## src/rtl/alu_pkg.sv

```systemverilog
// Shared definitions for the multi-cycle ALU execute unit: operation encodings,
// FSM state encoding and the default datapath width.
package alu_pkg;

    localparam int XLEN_DEFAULT = 32;

    localparam logic [2:0] ALU_SUM = 3'b000;
    localparam logic [2:0] ALU_SLT = 3'b001;
    localparam logic [2:0] ALU_AND = 3'b010;
    localparam logic [2:0] ALU_OR  = 3'b011;
    localparam logic [2:0] ALU_XOR = 3'b100;
    localparam logic [2:0] ALU_SRA = 3'b101;
    localparam logic [2:0] ALU_SLL = 3'b110;
    localparam logic [2:0] ALU_SRL = 3'b111;

    typedef enum logic [1:0] {
        IDLE  = 2'd0,
        SHIFT = 2'd1,
        DONE  = 2'd2
    } state_t;

    // Unknown encodings fall to the default arm so they are treated as non-shift ops.
    function automatic logic is_shift_op(input logic [2:0] op);
        case (op)
            ALU_SRA, ALU_SLL, ALU_SRL: return 1'b1;
            default:                   return 1'b0;
        endcase
    endfunction

endpackage

```

## src/rtl/alu_serial_shifter.sv

```systemverilog
// Bit-serial shifter: loads an operand and shift count, then moves one bit
// position per cycle; data_out is the value after the current cycle's shift.
module alu_serial_shifter
    import alu_pkg::*;
#(
    parameter int  XLEN    = XLEN_DEFAULT,
    localparam int SHAMT_W = $clog2(XLEN)
) (
    input  logic               clk,
    input  logic               rst,
    input  logic               load,
    input  logic [2:0]         op,
    input  logic [SHAMT_W-1:0] shamt,
    input  logic [XLEN-1:0]    data_in,
    output logic [XLEN-1:0]    data_out,
    output logic               last
);

    logic [XLEN-1:0]    shreg;
    logic [SHAMT_W-1:0] cnt;
    logic [2:0]         op_q;

    always_comb begin
        case (op_q)
            ALU_SLL: data_out = {shreg[XLEN-2:0], 1'b0};
            ALU_SRA: data_out = {shreg[XLEN-1], shreg[XLEN-1:1]};
            default: data_out = {1'b0, shreg[XLEN-1:1]};
        endcase
    end

    assign last = (cnt == SHAMT_W'(1));

    always_ff @(posedge clk) begin
        if (rst) begin
            shreg <= '0;
            cnt   <= '0;
            op_q  <= ALU_SUM;
        end else if (load) begin
            shreg <= data_in;
            cnt   <= shamt;
            op_q  <= op;
        end else if (cnt != '0) begin
            shreg <= data_out;
            cnt   <= cnt - SHAMT_W'(1);
        end
    end

endmodule

```

## src/rtl/alu_mc_exec.sv

```systemverilog
// Multi-cycle integer execute unit with valid/ready on both sides.
// Define ALU_MC_BARREL_SHIFT_EN to replace the bit-serial shifter with a one-cycle barrel shift.
module alu_mc_exec
    import alu_pkg::*;
#(
    parameter int  XLEN    = XLEN_DEFAULT,
    localparam int SHAMT_W = $clog2(XLEN)
) (
    input  logic            clk,
    input  logic            rst,
    input  logic            in_valid,
    output logic            in_ready,
    input  logic [2:0]      ALUControl,
    input  logic            sub,
    input  logic            cmp_unsigned,
    input  logic [XLEN-1:0] a,
    input  logic [XLEN-1:0] b,
    output logic            out_valid,
    input  logic            out_ready,
    output logic [XLEN-1:0] result,
    output logic            zero,
    output logic            busy
);

    state_t             state;
    logic               accept;
    logic               start_shift;
    logic               lt;
    logic [SHAMT_W-1:0] shamt;
    logic [XLEN-1:0]    alu_out;
    logic [XLEN-1:0]    sh_out;
    logic               sh_last;

    assign in_ready = (state == IDLE) || ((state == DONE) && out_ready);
    assign accept   = in_valid && in_ready;
    assign shamt    = b[SHAMT_W-1:0];
    assign lt       = cmp_unsigned ? (a < b) : ($signed(a) < $signed(b));

    // Shifts by zero land in the default arm and simply pass a through.
    always_comb begin
        case (ALUControl)
            ALU_SUM: alu_out = a + (sub ? ~b : b) + {{(XLEN-1){1'b0}}, sub};
            ALU_SLT: alu_out = {{(XLEN-1){1'b0}}, lt};
            ALU_AND: alu_out = a & b;
            ALU_OR:  alu_out = a | b;
            ALU_XOR: alu_out = a ^ b;
`ifdef ALU_MC_BARREL_SHIFT_EN
            ALU_SRA: alu_out = $signed(a) >>> shamt;
            ALU_SLL: alu_out = a << shamt;
            ALU_SRL: alu_out = a >> shamt;
`endif
            default: alu_out = a;
        endcase
    end

`ifdef ALU_MC_BARREL_SHIFT_EN
    assign start_shift = 1'b0;
    assign sh_out      = '0;
    assign sh_last     = 1'b0;
`else
    assign start_shift = accept && is_shift_op(ALUControl) && (shamt != '0);

    alu_serial_shifter #(.XLEN(XLEN)) u_shifter (
        .clk      (clk),
        .rst      (rst),
        .load     (accept && is_shift_op(ALUControl)),
        .op       (ALUControl),
        .shamt    (shamt),
        .data_in  (a),
        .data_out (sh_out),
        .last     (sh_last)
    );
`endif

    // A new accept takes priority over the DONE->IDLE release, giving bubble-free issue.
    always_ff @(posedge clk) begin
        if (rst) begin
            state     <= IDLE;
            out_valid <= 1'b0;
            busy      <= 1'b0;
            result    <= '0;
            zero      <= 1'b0;
        end else if (accept) begin
            busy <= 1'b1;
            if (start_shift) begin
                state     <= SHIFT;
                out_valid <= 1'b0;
            end else begin
                state     <= DONE;
                out_valid <= 1'b1;
                result    <= alu_out;
                zero      <= (alu_out == '0);
            end
        end else begin
            case (state)
                SHIFT: begin
                    if (sh_last) begin
                        state     <= DONE;
                        out_valid <= 1'b1;
                        result    <= sh_out;
                        zero      <= (sh_out == '0);
                    end
                end
                DONE: begin
                    if (out_ready) begin
                        state     <= IDLE;
                        out_valid <= 1'b0;
                        busy      <= 1'b0;
                    end
                end
                default: ;
            endcase
        end
    end

endmodule

```

## config.mk

```make
export PLATFORM = sky130hd
export DESIGN_NAME = alu_mc_exec
export DESIGN_NICKNAME = d
export VERILOG_FILES = /design/src/rtl/alu_pkg.sv /design/src/rtl/alu_serial_shifter.sv /design/src/rtl/alu_mc_exec.sv
export SDC_FILE = /design/constraint.sdc
export NUM_CORES = 1
export LEC_CHECK = 0
export ABC_CLOCK_PERIOD_IN_PS = 6500
export BUFFER_PORTS_ARGS = -buffer_cell sky130_fd_sc_hd__buf_2
export CORE_MARGIN = 2
export CORE_UTILIZATION = 60
export DETAILED_ROUTE_END_ITERATION = 12
export GPL_TIMING_DRIVEN = 0
export PLACE_DENSITY = 0.82
export SETUP_SLACK_MARGIN = 0.4
export SYNTH_ARGS = -nofsm -noshare
export SYNTH_HDL_FRONTEND = slang
export SYNTH_SLANG_ARGS = --single-unit
```

## constraint.sdc

```tcl
create_clock -name clk -period 6.5 [get_ports clk]
set_input_delay 1.3 -clock clk [delete_from_list [all_inputs] [get_ports clk]]
set_output_delay 1.3 -clock clk [all_outputs]
set_load 0.01 [all_outputs]
```

==> summary.md <==
| Metric | Value |
|---|---|
| Rel. slew slack | `32.2%` |
| ANT cells | `0` |
| Post-synth EDFFs | `0` |
| Post-CTS Setup Bufs | `0` |
| I/O pin count | `around 110` |
| 1st-pass router iterations | `6` |
| Nature of the critical path startpoint | `primary input` |
| Syn nets | `approximately 1.5k` |
| Minimum clock period | `5490 ps` |
| Number of buffers created by CTS | `9` |
| Core area | `around 15,000 sq um` |
| CP max stage delay | `680 ps` |
| Count of standard-cell rows | `45` |
| Final setup violation count | `0` |
| Area leader, netlist | `ha_1` |
| Vias | `roughly 11k` |
| Syn Inst Count | `between 1k and 1.5k` |
| Number of vias per cell | `between 6 and 7` |
| Post-synth top cells | `nand2_1 (184), a21oi_1 (145), ha_1 (129)` |
| Final Worst Setup Slack | `1010 ps` |
| Clk root buf | `clkbuf_16` |
| Hold Crit Depth | `2` |
| DRC | `0` |
| Final Util | `68.5%` |
| Crit path arrival time | `around 5800 ps` |
| CTS tree | `yes` |
| Final setup skew | `5.38 ps` |
| Synth Register Bits | `76` |
| Worst vdd ir | `approximately 0.00015 V` |
| GRT overflow | `0` |
| Max clock buf depth | `2` |
| Iteration-0 DRC count of the detailed router | `1,471` |
| RSZ-0062 raised after global routing | `no` |
| Die area | `between 15,000 and 20,000 sq um` |
| Routed length per instance | `about 22 um` |
| GRT Total Usage | `roughly two fifths` |
| Status | `completed` |
| CTS Hold Bufs | `0` |
| Slowest-stage cell, CP | `clkbuf_1` |
| Post-synth top area share | `17.4%` |
| Mean area per synthesized cell | `approximately 7.2 sq um` |
| Max Cap Violations | `0` |
| Gpl congestion | `roughly 1.0` |
| P&R area growth vs syn | `11.7%` |
| Die W | `approximately 130 um` |
| Placed cells | `1,581` |
| Die H | `~130 um` |
| Achievable Freq | `around 180 MHz` |
| Critical setup path kind | `primary input to flip-flop` |
| Post-place setup slack | `856 ps` |
| H-tree levels | `3` |
| Detailed Route WL | `about 35,000 um` |
| Asr flop ratio synth | `0%` |
| Unique cell type count in the Yosys netlist | `66` |
| Ys flop type | `dfxtp_1` |
| Sequential-to-total area share from yosys stat | `16.4%` |
| Power density over the cells | `258 nW/um^2` |
| Post-DRT Antenna Nets | `0` |
| Pin count of the biggest net entering global routing | `13` |
| Final hold violations | `0` |
| IO Port Bufs | `107` |
| Hold Slack | `447 ps` |
| Filler-free cell count of the finished design | `approximately 1.6k` |
| Detailed placement HPWL | `26,900 um` |
| Reg clk slew, reported paths | `around 60 ps` |
| Hold Path Class | `flip-flop to flip-flop` |
| Post-CTS Resized | `0` |
| Final nets | `approximately 1.6k` |
| Register area | `around 1500 sq um` |
| CP Data Required Time | `roughly 6800 ps` |
| First-pass GRT wire length | `~53,000 um` |
| CTS Sinks | `76` |
| Crit Path Max Fanout | `10` |
| Layout cell share with drive strength beyond 1 | `between 10% and 20%` |
| Slew @ Worst Pin | `just over 1000 ps` |
| Latest clock arrival within the worst-skew pair | `340 ps` |
| Leakage power | `slightly below 5 nW` |
| Multi-input gate area | `approximately 7100 sq um` |
| Max-slew violations | `0` |
| Worst r2r path cells | `10` |
| Fin crit share | `84.5%` |
| Setup TNS | `0 ps` |
| Initial Utilization | `between 60 and 70%` |
| Syn. warnings | `0` |
| Count leader, synth | `nand2_1` |
| Crit-path cells | `buf_2, clkbuf_1, xor2_1, ha_1, a211oi_1, nand3_1, a41oi_1, o41ai_1, xor2_1, a2bb2oi_1, nand4_1, nor4_1, nand4_1, o21ai_1` |
| CP endpoint kind | `flip-flop` |
| FILL cells | `between 1k and 1.5k` |
| Synth top area cells | `ha_1 (17%), dfxtp_1 (16%), a21oi_1 (7.8%)` |
| Antenna violations before repair | `0` |
| Mapped Area | `slightly above 9000 sq um` |
| Number of global-route vias before repair | `roughly 9.7k` |
[worst paths after layout]
check	from	to	slack [ps]
setup reg to reg	u_shifter.cnt[2]	zero	3450
setup / recovery	sub	zero	1010
hold / removal	result[14]	result[14]	450
hold reg to reg	result[14]	result[14]	450
[critical path, delay by kind of cell]
kind	cells	cell delay (ps)
AO/OA/AOI/OAI	5	1790
AND/OR/NAND/NOR	4	1010
buffers and inverters	2	900
adder cells (fa/ha/maj)	1	420
XOR/XNOR	2	340
[final cells by class]
| type | count | share of cell area, % |
|---|---|---|
| multi-input cells | 1042 | 68.6 |
| flip-flops and latches | 76 | 14.7 |
| repair buffers | 107 | 5.16 |
| inverters | 87 | 3.15 |
| plain buffers | 81 | 3.05 |
| clock buffers | 12 | 2.38 |
| well taps | 188 | 2.27 |
| clock inverters | 4 | 0.699 |
[layout by cell type, fill, tap and decap left out, drive strengths merged, types with 5 or more instances in the layout]
cell type / count
and2: 10
nor4: 10
o22ai: 25
and3: 12
buf: 133
inv: 87
mux2i: 43
a31oi: 7
clkbuf: 67
o211ai: 53
nor3: 25
o21ai: 47
o22a: 16
a21o: 15
dfxtp: 76
o221ai: 12
a21boi: 11
xnor2: 8
nand4: 18
nand2b: 8
nor2: 68
nor2b: 7
or3: 6
a211oi: 18
o2bb2ai: 11
o21a: 7
a211o: 7
nand3: 26
a21oi: 146
o31ai: 6
nand2: 184
a311oi: 5
xor2: 35
ha: 129
o2111ai: 7
o21bai: 7
[registers in the layout (all words and copies together) (netlist names)]
register         flops
zero                 1
result              32
u_shifter.shreg     32
u_shifter.op_q       3
u_shifter.cnt        5
busy                 1
state                1
out_valid            1
[cells by family after synthesis]
group | synth area share [%]
muxes | 5.12
xor gates and xnor gates | 4.06
AOI/OAI and AO/OA | 30.4
buffers and inverters | 6.93
DFF | 16.4
and+or+nand+nor | 19.5
adders and majority gates | 17.6
[stage by stage]
step	area, sq um	power [mW]
finish	10400	2.67
global route	10400	2.82
detailed placement	10100	2.07
CTS	10400	2.61
global placement	10100	2.04
floorplan	9290	1.67
[metal layers]
metal | up-vias | part of all wire (%) | track usage (%)
li1 | 4909 | - | -
met1 | 4968 | 40 | 54.4
met2 | 741 | 44 | 64.7
met3 | 139 | 12 | 8.73
met4 | 0 | 4.8 | 18.2
met5 | - | 0 | 0
[power breakdown]
group / switching, mW / leakage [nW] / internal, mW / total (mW)
Clock: 0.195 / 0.153 / 0.346 / 0.541
Sequential: 0.110 / 0.624 / 0.601 / 0.711
Combinational: 0.895 / 4.19 / 0.526 / 1.42
Total: 1.20 / 4.97 / 1.47 / 2.67
No activity file was read; power rests on OpenSTA's default activity.
